File: config.mk
export PLATFORM = sky130hd
export DESIGN_NAME = ast_upum_core
export DESIGN_NICKNAME = d
export VERILOG_FILES = /design/src/rtl/ast_upum_core.sv
export SDC_FILE = /design/constraint.sdc
export NUM_CORES = 1
export LEC_CHECK = 0
export ABC_AREA = 1
export CAP_MARGIN = 20
export CORE_MARGIN = 5
export CORE_UTILIZATION = 63
export CTS_BUF_LIST = sky130_fd_sc_hd__clkbuf_4 sky130_fd_sc_hd__clkbuf_8
export CTS_CLUSTER_SIZE = 8
export DETAILED_ROUTE_END_ITERATION = 6
export PLACE_DENSITY = 0.87
export SLEW_MARGIN = 0
export SYNTH_ARGS = -nofsm -noshare
export SYNTH_HDL_FRONTEND = slang
export SYNTH_SLANG_ARGS = --single-unit
File: constraint.sdc
create_clock -name clk_100 -period 2.06 [get_ports clk_100]
set_input_delay 0.412 -clock clk_100 [delete_from_list [all_inputs] [get_ports clk_100]]
set_output_delay 0.412 -clock clk_100 [all_outputs]
set_load 0.005 [all_outputs]
File: src/rtl/ast_upum_core.sv
// UART command front end: parses EE/addr/len/payload/crc packets from rx into a
// strobed byte stream and answers identity/status commands for address 0x00 on tx.
module ast_upum_core #(
    parameter int SYS_CLK      = 100,
    parameter int BAUDRATE     = 115200,
    parameter int TIMEOUT_CLKS = 100000
) (
    input  logic       clk_100,
    input  logic       rst_n,
    input  logic       rx,
    output logic       tx,
    output logic [6:0] addr,
    output logic [7:0] my_tx_data,
    output logic       my_tx_valid,
    input  logic [3:0] cmp_o,
    input  logic       gpio_o_144_159,
    input  logic       gpio_o_128_143,
    input  logic       gpio_o_112_127,
    input  logic       gpio_o_96_111,
    input  logic       gpio_o_80_95,
    input  logic       gpio_o_64_79,
    input  logic       gpio_o_48_63,
    input  logic       gpio_o_32_47,
    input  logic       gpio_o_16_31,
    input  logic       gpio_o_0_15
);
    localparam int CPB = (SYS_CLK * 1000000) / BAUDRATE;
    localparam int CW  = $clog2(CPB + 1);
    localparam logic [CW-1:0] CPB_M1  = CW'(CPB - 1);
    localparam logic [CW-1:0] HALF_M1 = CW'(CPB / 2 - 1);
    localparam int TW  = $clog2(TIMEOUT_CLKS + 1);
    localparam logic [TW-1:0] TMO = TW'(TIMEOUT_CLKS);

    typedef enum logic [1:0] {RX_IDLE, RX_START, RX_DATA, RX_STOP} rx_st_t;
    typedef enum logic [2:0] {P_IDLE, P_ADDR, P_LEN, P_DATA, P_CRC} p_st_t;

    // ---------------- UART RX ----------------
    logic [2:0]    r_rx_sync;   // [1:0] synchroniser, [2] previous synced value
    rx_st_t        r_rx_st;
    logic [CW-1:0] r_rx_cnt;
    logic [2:0]    r_rx_bit;
    logic [7:0]    r_rx_sh;
    logic [7:0]    r_rx_byte;
    logic          r_rx_vld;
    logic          r_rx_ferr;
    logic          w_rx;
    logic          w_fall;

    assign w_rx   = r_rx_sync[1];
    assign w_fall = r_rx_sync[2] & ~r_rx_sync[1];

    // Synchronise rx and keep one extra stage for falling-edge detection
    always_ff @(posedge clk_100 or negedge rst_n) begin
        if (!rst_n) r_rx_sync <= 3'b111;
        else        r_rx_sync <= {r_rx_sync[1:0], rx};
    end

    // Receive 8N1 bytes: verify start at half bit, sample data and stop at bit centres
    always_ff @(posedge clk_100 or negedge rst_n) begin
        if (!rst_n) begin
            r_rx_st   <= RX_IDLE;
            r_rx_cnt  <= '0;
            r_rx_bit  <= '0;
            r_rx_sh   <= '0;
            r_rx_byte <= '0;
            r_rx_vld  <= 1'b0;
            r_rx_ferr <= 1'b0;
        end else begin
            r_rx_vld  <= 1'b0;
            r_rx_ferr <= 1'b0;
            case (r_rx_st)
                RX_IDLE: if (w_fall) begin
                    r_rx_st  <= RX_START;
                    r_rx_cnt <= '0;
                end
                RX_START: if (r_rx_cnt == HALF_M1) begin
                    r_rx_cnt <= '0;
                    r_rx_bit <= '0;
                    r_rx_st  <= w_rx ? RX_IDLE : RX_DATA;
                end else r_rx_cnt <= r_rx_cnt + 1'b1;
                RX_DATA: if (r_rx_cnt == CPB_M1) begin
                    r_rx_cnt <= '0;
                    r_rx_sh  <= {w_rx, r_rx_sh[7:1]};
                    if (r_rx_bit == 3'd7) r_rx_st <= RX_STOP;
                    r_rx_bit <= r_rx_bit + 1'b1;
                end else r_rx_cnt <= r_rx_cnt + 1'b1;
                default: if (r_rx_cnt == CPB_M1) begin
                    // Back to idle at stop centre so the next start edge is caught
                    r_rx_cnt <= '0;
                    r_rx_st  <= RX_IDLE;
                    if (w_rx) begin
                        r_rx_vld  <= 1'b1;
                        r_rx_byte <= r_rx_sh;
                    end else r_rx_ferr <= 1'b1;
                end else r_rx_cnt <= r_rx_cnt + 1'b1;
            endcase
        end
    end

    // ---------------- Packet parser ----------------
    p_st_t         r_p_st;
    logic [7:0]    r_len;
    logic [7:0]    r_cnt;
    logic [7:0]    r_cmd;
    logic [TW-1:0] r_tmo;
    logic          r_tx_busy;
    logic          w_launch;

    // Packet FSM with inter-byte timeout; forwards every payload byte as a strobe
    always_ff @(posedge clk_100 or negedge rst_n) begin
        if (!rst_n) begin
            r_p_st      <= P_IDLE;
            r_len       <= '0;
            r_cnt       <= '0;
            r_cmd       <= '0;
            r_tmo       <= '0;
            addr        <= '0;
            my_tx_data  <= '0;
            my_tx_valid <= 1'b0;
        end else begin
            my_tx_valid <= 1'b0;
            if (r_rx_ferr) begin
                r_p_st <= P_IDLE;
                r_tmo  <= '0;
            end else if (r_rx_vld) begin
                r_tmo <= '0;
                case (r_p_st)
                    P_IDLE: if (r_rx_byte == 8'hEE) r_p_st <= P_ADDR;
                    P_ADDR: begin
                        addr   <= r_rx_byte[6:0];
                        r_p_st <= P_LEN;
                    end
                    P_LEN: begin
                        r_len  <= r_rx_byte;
                        r_cnt  <= '0;
                        r_p_st <= (r_rx_byte == 8'd0) ? P_CRC : P_DATA;
                    end
                    P_DATA: begin
                        my_tx_data  <= r_rx_byte;
                        my_tx_valid <= 1'b1;
                        if (r_cnt == 8'd0) r_cmd <= r_rx_byte;
                        if (r_cnt == r_len - 8'd1) r_p_st <= P_CRC;
                        r_cnt <= r_cnt + 1'b1;
                    end
                    default: r_p_st <= P_IDLE;
                endcase
            end else if (r_p_st != P_IDLE) begin
                if (r_tmo == TMO) begin
                    r_p_st <= P_IDLE;
                    r_tmo  <= '0;
                end else r_tmo <= r_tmo + 1'b1;
            end else r_tmo <= '0;
        end
    end

    // ---------------- Reply builder ----------------
    logic [6:0][7:0] w_rep;
    logic [2:0]      w_rep_n;
    logic [7:0]      w_s0, w_s1, w_s2;

    assign w_s0 = {4'b0, cmp_o};
    assign w_s1 = {gpio_o_144_159, gpio_o_128_143, gpio_o_112_127, gpio_o_96_111,
                   gpio_o_80_95, gpio_o_64_79, gpio_o_48_63, gpio_o_32_47};
    assign w_s2 = {6'b0, gpio_o_16_31, gpio_o_0_15};

    // CRC byte completing on a recognised command to address 0 while tx is free
    assign w_launch = r_rx_vld && (r_p_st == P_CRC) && (addr == 7'd0) && (r_len != 8'd0) &&
                      ((r_cmd == 8'hAE) || (r_cmd == 8'hF0)) && !r_tx_busy;

    // Assemble the reply packet; status inputs are captured when tx loads it
    always_comb begin
        w_rep   = '0;
        w_rep_n = 3'd5;
        w_rep[0] = 8'hEE;
        w_rep[1] = 8'h00;
        if (r_cmd == 8'hAE) begin
            w_rep[2] = 8'h01;
            w_rep[3] = 8'hAE;
            w_rep[4] = 8'h00 ^ 8'h01 ^ 8'hAE;
        end else begin
            w_rep_n  = 3'd7;
            w_rep[2] = 8'h03;
            w_rep[3] = w_s0;
            w_rep[4] = w_s1;
            w_rep[5] = w_s2;
            w_rep[6] = 8'h00 ^ 8'h03 ^ w_s0 ^ w_s1 ^ w_s2;
        end
    end

    // ---------------- UART TX ----------------
    logic [6:0][7:0] r_tx_buf;
    logic [2:0]      r_tx_n;
    logic [2:0]      r_tx_idx;
    logic [3:0]      r_tx_bit;
    logic [CW-1:0]   r_tx_cnt;

    // Serialise the buffered reply; bytes back-to-back, tx registered and idle high
    always_ff @(posedge clk_100 or negedge rst_n) begin
        if (!rst_n) begin
            tx        <= 1'b1;
            r_tx_busy <= 1'b0;
            r_tx_buf  <= '0;
            r_tx_n    <= '0;
            r_tx_idx  <= '0;
            r_tx_bit  <= '0;
            r_tx_cnt  <= '0;
        end else if (w_launch) begin
            r_tx_buf  <= w_rep;
            r_tx_n    <= w_rep_n;
            r_tx_idx  <= '0;
            r_tx_bit  <= '0;
            r_tx_cnt  <= '0;
            r_tx_busy <= 1'b1;
            tx        <= 1'b0;
        end else if (r_tx_busy) begin
            if (r_tx_cnt == CPB_M1) begin
                r_tx_cnt <= '0;
                if (r_tx_bit == 4'd9) begin
                    if (r_tx_idx == r_tx_n - 3'd1) begin
                        r_tx_busy <= 1'b0;
                    end else begin
                        r_tx_idx <= r_tx_idx + 1'b1;
                        r_tx_bit <= '0;
                        tx       <= 1'b0;
                    end
                end else begin
                    r_tx_bit <= r_tx_bit + 1'b1;
                    tx <= (r_tx_bit == 4'd8) ? 1'b1 : r_tx_buf[r_tx_idx][r_tx_bit[2:0]];
                end
            end else r_tx_cnt <= r_tx_cnt + 1'b1;
        end
    end
endmodule

==> flow_summary.ini, run 1 <==
[status]
status = complete, no violations

[die]
pin_count = 34
start_util_pct = 63.8
die_h_um = 117
core_um2 = 11300
die_area_um2 = 13700
rows = 39
die_w_um = 117

[synthesis]
syn_nets = 938
synth_edf_count = 0
synth.area.mux_share_pct = 0
synth-xor-area-share_pct = 2.43
ys_seq_area_share_pct = 47.9
synth-main-ff-cell = dfrtp_1
syn_inst = 907
syn_avg_cell_area_um2 = 7.96
synth_adder_area_share_pct = 2.43
synth_top_family_by_area = simple AND/OR/NAND/NOR gates
yosys_register_bits = 138
synth_area_um2 = 7220
synth_compound_area_share_pct = 11.1
ys_warn_count = 0
ys_types = 47
synthSimpleGateAreaFrac_pct = 27.9
synthArstFlopShare_pct = 100

[hold_path]
whs_path_depth = 0
worstHoldStart = r_rx_sync[0]
hold-path-endpoint = r_rx_sync[1]
hold_class = reg -> reg

[sta]
drv_slew = 0
min_period_ps = 1910
post-route-period-util_pct = 92.7
tightest_slew_ps = 585
max_freq_ghz = 0.524
clock-skew-final_ps = 12.6
final-hold-violation-count = 0
slew_headroom_pct = 60.9
setup-violations-final = 0

[worst_setup_path]
startpoint_type = register
critPathBufInv = 2
slowest_stage = dfrtp_1
ff2ff_path_depth = 15
path_common_cell = nand2_1
crit_family = simple AND/OR/NAND/NOR gates
worstPathRequired_ps = 2390
worst_setup_path_startpoint = r_len[0]
crit_path_cell_trace = inv_2 -> ha_2 -> inv_1 -> nand2_1 -> nand2_1 -> nor2_1 -> nand2_1 -> nor2_1 -> nand2_1 -> nor2_1 -> nand2_1 -> nand2_1 -> nand2_1 -> nand2_1 -> nand2_1
endpoint_kind = register
arrival_ps = 2240
r2r_slack_ps = 150
worstPathMaxFanout = 5
critPathMaxStageDelay_ps = 370
r2r_end = r_p_st[1]
path_class = reg -> reg
crit-reg2reg-launch = r_len[0]

[clock_network]
htreeDepth = 4
numCtsBuffers = 17
worstSkewPairLatency_ps = 440
cts_tree = yes
clk_pin_slew_worst_paths_ps = 70
cts_max_path_buffers = 2
post_cts_buffers = 0
cts.sinks = 138
cts-root-buf = clkbuf_8

[pwr]
pwr-share-comb_pct = 8.5
power_switching_mw = 1.37
intPower_mw = 4.22
pwr-share-clk_pct = 40.5
p_seq_share_pct = 51.0
power.density_nw_per_um2 = 683
vdd_drop_max_uv = 836
p_leak_nw = 3.89
switching_share_pct = 24.5

[drt]
wl_per_cell_um = 14.0
vias_per_cell = 5.48
ant_nets = 0
drt_iter0_markers = 522
dr.pass1.iters = 6
wirelength_um = 15600
drc_errors = 0
vias = 6094

[placement]
dpl.cell_count = 1080
gp_congestion = 0.891
dp_hpwl_um = 11000
portBuffers = 33
dpl_cell_area_um2 = 7760

[layout]
drive_gt1_share_pct = 9.39
nets = 988
final_common_cell = nand2_1
fin_util_pct = 72.3
layout.cells.non_filler = 1112
fin_area_um2 = 8190
layout_common_cells = nand2_1, dfrtp_1, inv_1
areaGrowthSynthToFinish_pct = 13.4
n_antenna_cell = 0

[global_route]
grt_max_degree = 51
track_usage_pct = 24.5
grt_remaining_overflow = 0
antenna_found_initial = 0
grt_pass1_wl_um = 26500
grt_pass1_vias = 5881

[run]
cap_viol_max_count = 0
-- worst register-to-register path, stage by stage, from the launching register on --
cell and delay, ps:
dfrtp_1 370, inv_2 70, ha_2 330, inv_1 40, nand2_1 60, nand2_1 50
nor2_1 140, nand2_1 70, nor2_1 90, nand2_1 50, nor2_1 100, nand2_1 70
nand2_1 110, nand2_1 120, nand2_1 90, nand2_1 50
-- state kept, by name, indices dropped and copies added (netlist names), 4 cells and up --
| register | cells |
|---|---|
| addr | 7 |
| my_tx_data | 8 |
| r_cmd | 8 |
| r_cnt | 8 |
| r_len | 8 |
| r_rx_byte | 8 |
| r_rx_cnt | 10 |
| r_rx_sh | 8 |
| r_tmo | 17 |
| r_tx_bit | 4 |
| r_tx_buf | 21 |
| r_tx_cnt | 10 |
-- through the flow --
stage / setup TNS (ps) / total power, mW / hold WS (ps) / setup WS, ps
6_report: 0 / 5.59 / 368 / 150
5_1_grt: -25.0 / 5.83 / 350 / -25.0
4_1_cts: 0 / 5.63 / 349 / 116
3_5_place_dp: 0 / 3.38 / 355 / 191
3_3_place_gp: 0 / 3.36 / 355 / 264
2_1_floorplan: 0 / 3.20 / 116 / 300
-- routing by layer --
layer,wire (um),global-route usage (%),vias to the layer above
li1,-,-,3031
met1,7070,32.0,2880
met2,7480,39.9,152
met3,723,5.24,31
met4,331,10.3,0
met5,0,0,-
-- power groups by stage --
stage               combinational [mW]  clock [mW]  sequential [mW]
floorplan                        0.312           0             2.88
global placement                 0.468           0             2.89
detailed placement               0.478           0             2.90
CTS                              0.484        2.30             2.85
global route                     0.554        2.42             2.85
finish                           0.476        2.27             2.85
-- cell families after synthesis --
kind of cell | count (synthesis)
buffers and inverters | 151
adder cells (fa/ha/maj) | 14
flip-flops | 138
AND/OR/NAND/NOR | 440
AO/OA/AOI/OAI | 144
XOR/XNOR | 20
-- repair_timing --
item	CTS	global route
endpoints found under the setup margin	0	6
endpoints found under the hold margin	39	0
hold buffers	1	0
gates resized for setup	0	4
-- cell type report --
cell class	instances	area, um^2
clock inverters	8	120
fillers	859	3140
clock buffers	23	285
multi-input cells	618	3180
well taps	143	179
flip-flops and latches	138	3460
repair buffers	45	449
inverters	137	514
-- how the worst max path moves through the flow --
stage	to	slack, ps	depth (start not counted)
finish	r_p_st[1]	150	15
global route	r_tx_idx[0]	-30	11
CTS	r_tx_idx[0]	120	11
detailed placement	r_tx_idx[2]	190	11
global placement	r_p_st[1]	260	15
floorplan	r_tx_bit[0]	300	11
-- Yosys cell counts, types with 13 or more instances --
master	n	area share, %
nand3_1	58	4.0
nor2_1	85	4.4
o21ai_0	64	4.4
o21ai_1	19	1.3
inv_1	132	6.9
ha_1	14	2.4
nand2_1	214	11
dfrtp_1	134	46
nor3_1	28	1.9
xor2_1	13	1.6
a21oi_1	31	2.1
nand4_1	16	1.4
(Power assumes the default switching activity.)
==> run 2, diff against run 1 <==
- SLEW_MARGIN: 0 -> unset
==> results of run 2 <==
No change in the layout: final DEF, timing and power equal those of run 1.
==> run 3, diff against run 2 <==
- RECOVER_POWER: unset -> 50
==> flow_summary.ini, run 3 (synthesized netlist as in run 1, its figures left out) <==
[status]
status = complete, no violations

[drt]
vias = 6092
drc_errors = 0
dr.pass1.iters = 5
wl_per_cell_um = 14.0
vias_per_cell = 5.48
drt_iter0_markers = 488
wirelength_um = 15600
ant_nets = 0

[layout]
layout_common_cells = nand2_1, dfrtp_1, inv_1
final_common_cell = nand2_1
nets = 988
n_fill_cell = 862
layout.cells.non_filler = 1112
largest-register = r_tx_buf
drive_gt1_share_pct = 9.18
largest_reg_flops = 21
areaGrowthSynthToFinish_pct = 12.9
n_antenna_cell = 0
reg_top3 = r_tx_buf: 21 flops, r_tmo: 17 flops

[clock_network]
numCtsBuffers = 17
htreeDepth = 4
post_cts_buffers = 0
cts.sinks = 138
worstSkewPairLatency_ps = 440
cts-root-buf = clkbuf_8
cts_max_path_buffers = 2
clk_pin_slew_worst_paths_ps = 70
cts_tree = yes

[worst_setup_path]
crit_path_cell_trace = inv_2 -> nand2_2 -> nor2_2 -> nand3b_1 -> nor2_2 -> nand3_4 -> buf_4 -> nand2_4 -> nand3_2 -> nand2_1 -> nand2_1
startpoint_type = register
endpoint_kind = register
r2r_end = r_tx_idx[0]
crit_family = simple AND/OR/NAND/NOR gates
r2r_slack_ps = 160
arrival_ps = 2230
critPathMaxStageDelay_ps = 430
path_class = reg -> reg
worstPathRequired_ps = 2390
critPathBufInv = 2
slowest_stage = dfrtp_1
crit-reg2reg-launch = r_p_st[0]
worstPathMaxFanout = 8
ff2ff_path_depth = 11

[hold_path]
whs_path_depth = 0
hold-path-endpoint = r_rx_sync[1]
hold_class = reg -> reg
worstHoldStart = r_rx_sync[0]

[global_route]
grt_remaining_overflow = 0
grt_pass1_wl_um = 26500
antenna_found_initial = 0
grt_pass1_vias = 5881
track_usage_pct = 24.5
grt_max_degree = 51

[pwr]
vdd_drop_max_uv = 834
power.density_nw_per_um2 = 684
p_leak_nw = 3.88

[die]
pin_count = 34
rows = 39
start_util_pct = 63.8
die_w_um = 117
die_area_um2 = 13700
core_um2 = 11300
die_h_um = 117

[sta]
final-hold-violation-count = 0
min_period_ps = 1900
clock-skew-final_ps = 11.7
fin_hold_ws_ps = 373
post-route-period-util_pct = 92.3
max_freq_ghz = 0.526
tightest_slew_ps = 1110
setup-violations-final = 0
drv_slew = 0
slew_headroom_pct = 25.8

[placement]
portBuffers = 33
dp_hpwl_um = 11000
dpl.cell_count = 1080
gp_congestion = 0.891

[run]
cap_viol_max_count = 0
## run 3: area by class of cell
class	count	area (um^2)	area share, %
sequential	138	3460	42.4
multi-input combinational	618	3170	38.9
inverter	137	514	6.31
timing repair buffer	45	425	5.22
clock buffer	23	285	3.50
tap	143	179	2.19
clock inverter	8	120	1.47
## run 3: worst reg2reg max path, cell delays in order (launching register included)
cell      delay (ps)
dfrtp_1          430
inv_2            120
nand2_2          110
nor2_2           120
nand3b_1         100
nor2_2           200
nand3_4          160
buf_4            200
nand2_4           80
nand3_2          110
nand2_1          100
nand2_1           60
## run 3: where the power goes
part | internal, mW | switching (mW)
clock network | 1.28 | 0.981
registers | 2.77 | 0.0775
logic | 0.162 | 0.308
total | 4.21 | 1.37
## run 3: per-stage QoR
stage | util [%] | worst slack [ps] | power (mW) | cell area (um^2) | setup TNS [ps]
2_1_floorplan | - | 300 | 3.20 | 7220 | 0
3_3_place_gp | 68.5 | 264 | 3.36 | 7760 | 0
3_5_place_dp | 68.5 | 191 | 3.38 | 7760 | 0
4_1_cts | 72.2 | 116 | 5.63 | 8170 | 0
5_1_grt | 72.0 | -25.0 | 5.82 | 8150 | -25.0
6_report | 72.0 | 159 | 5.58 | 8150 | 0
## run 3: worst max-delay path by stage
stage                startpoint     endpoint  cells past startpoint
global route          r_p_st[0]  r_tx_idx[0]                     11
global placement       r_len[0]    r_p_st[1]                     15
CTS                     addr[2]  r_tx_idx[0]                     11
floorplan           r_tx_idx[0]  r_tx_bit[0]                     11
finish                r_p_st[0]  r_tx_idx[0]                     11
detailed placement      addr[2]  r_tx_idx[2]                     11
## run 3: per-layer routing
layer	track usage, %	vias to the layer above	share of wire (%)
li1	-	3029	-
met1	32.0	2854	45
met2	39.9	173	48
met3	5.24	36	5.2
met4	10.3	0	2.2
met5	0	-	0
## run 3: what timing repair did
item                                   4_1_cts  5_1_grt
hold buffers                                 1        0
resized for setup                            0        4
endpoints found under the hold margin       39        0
setup endpoints to repair                    0        6
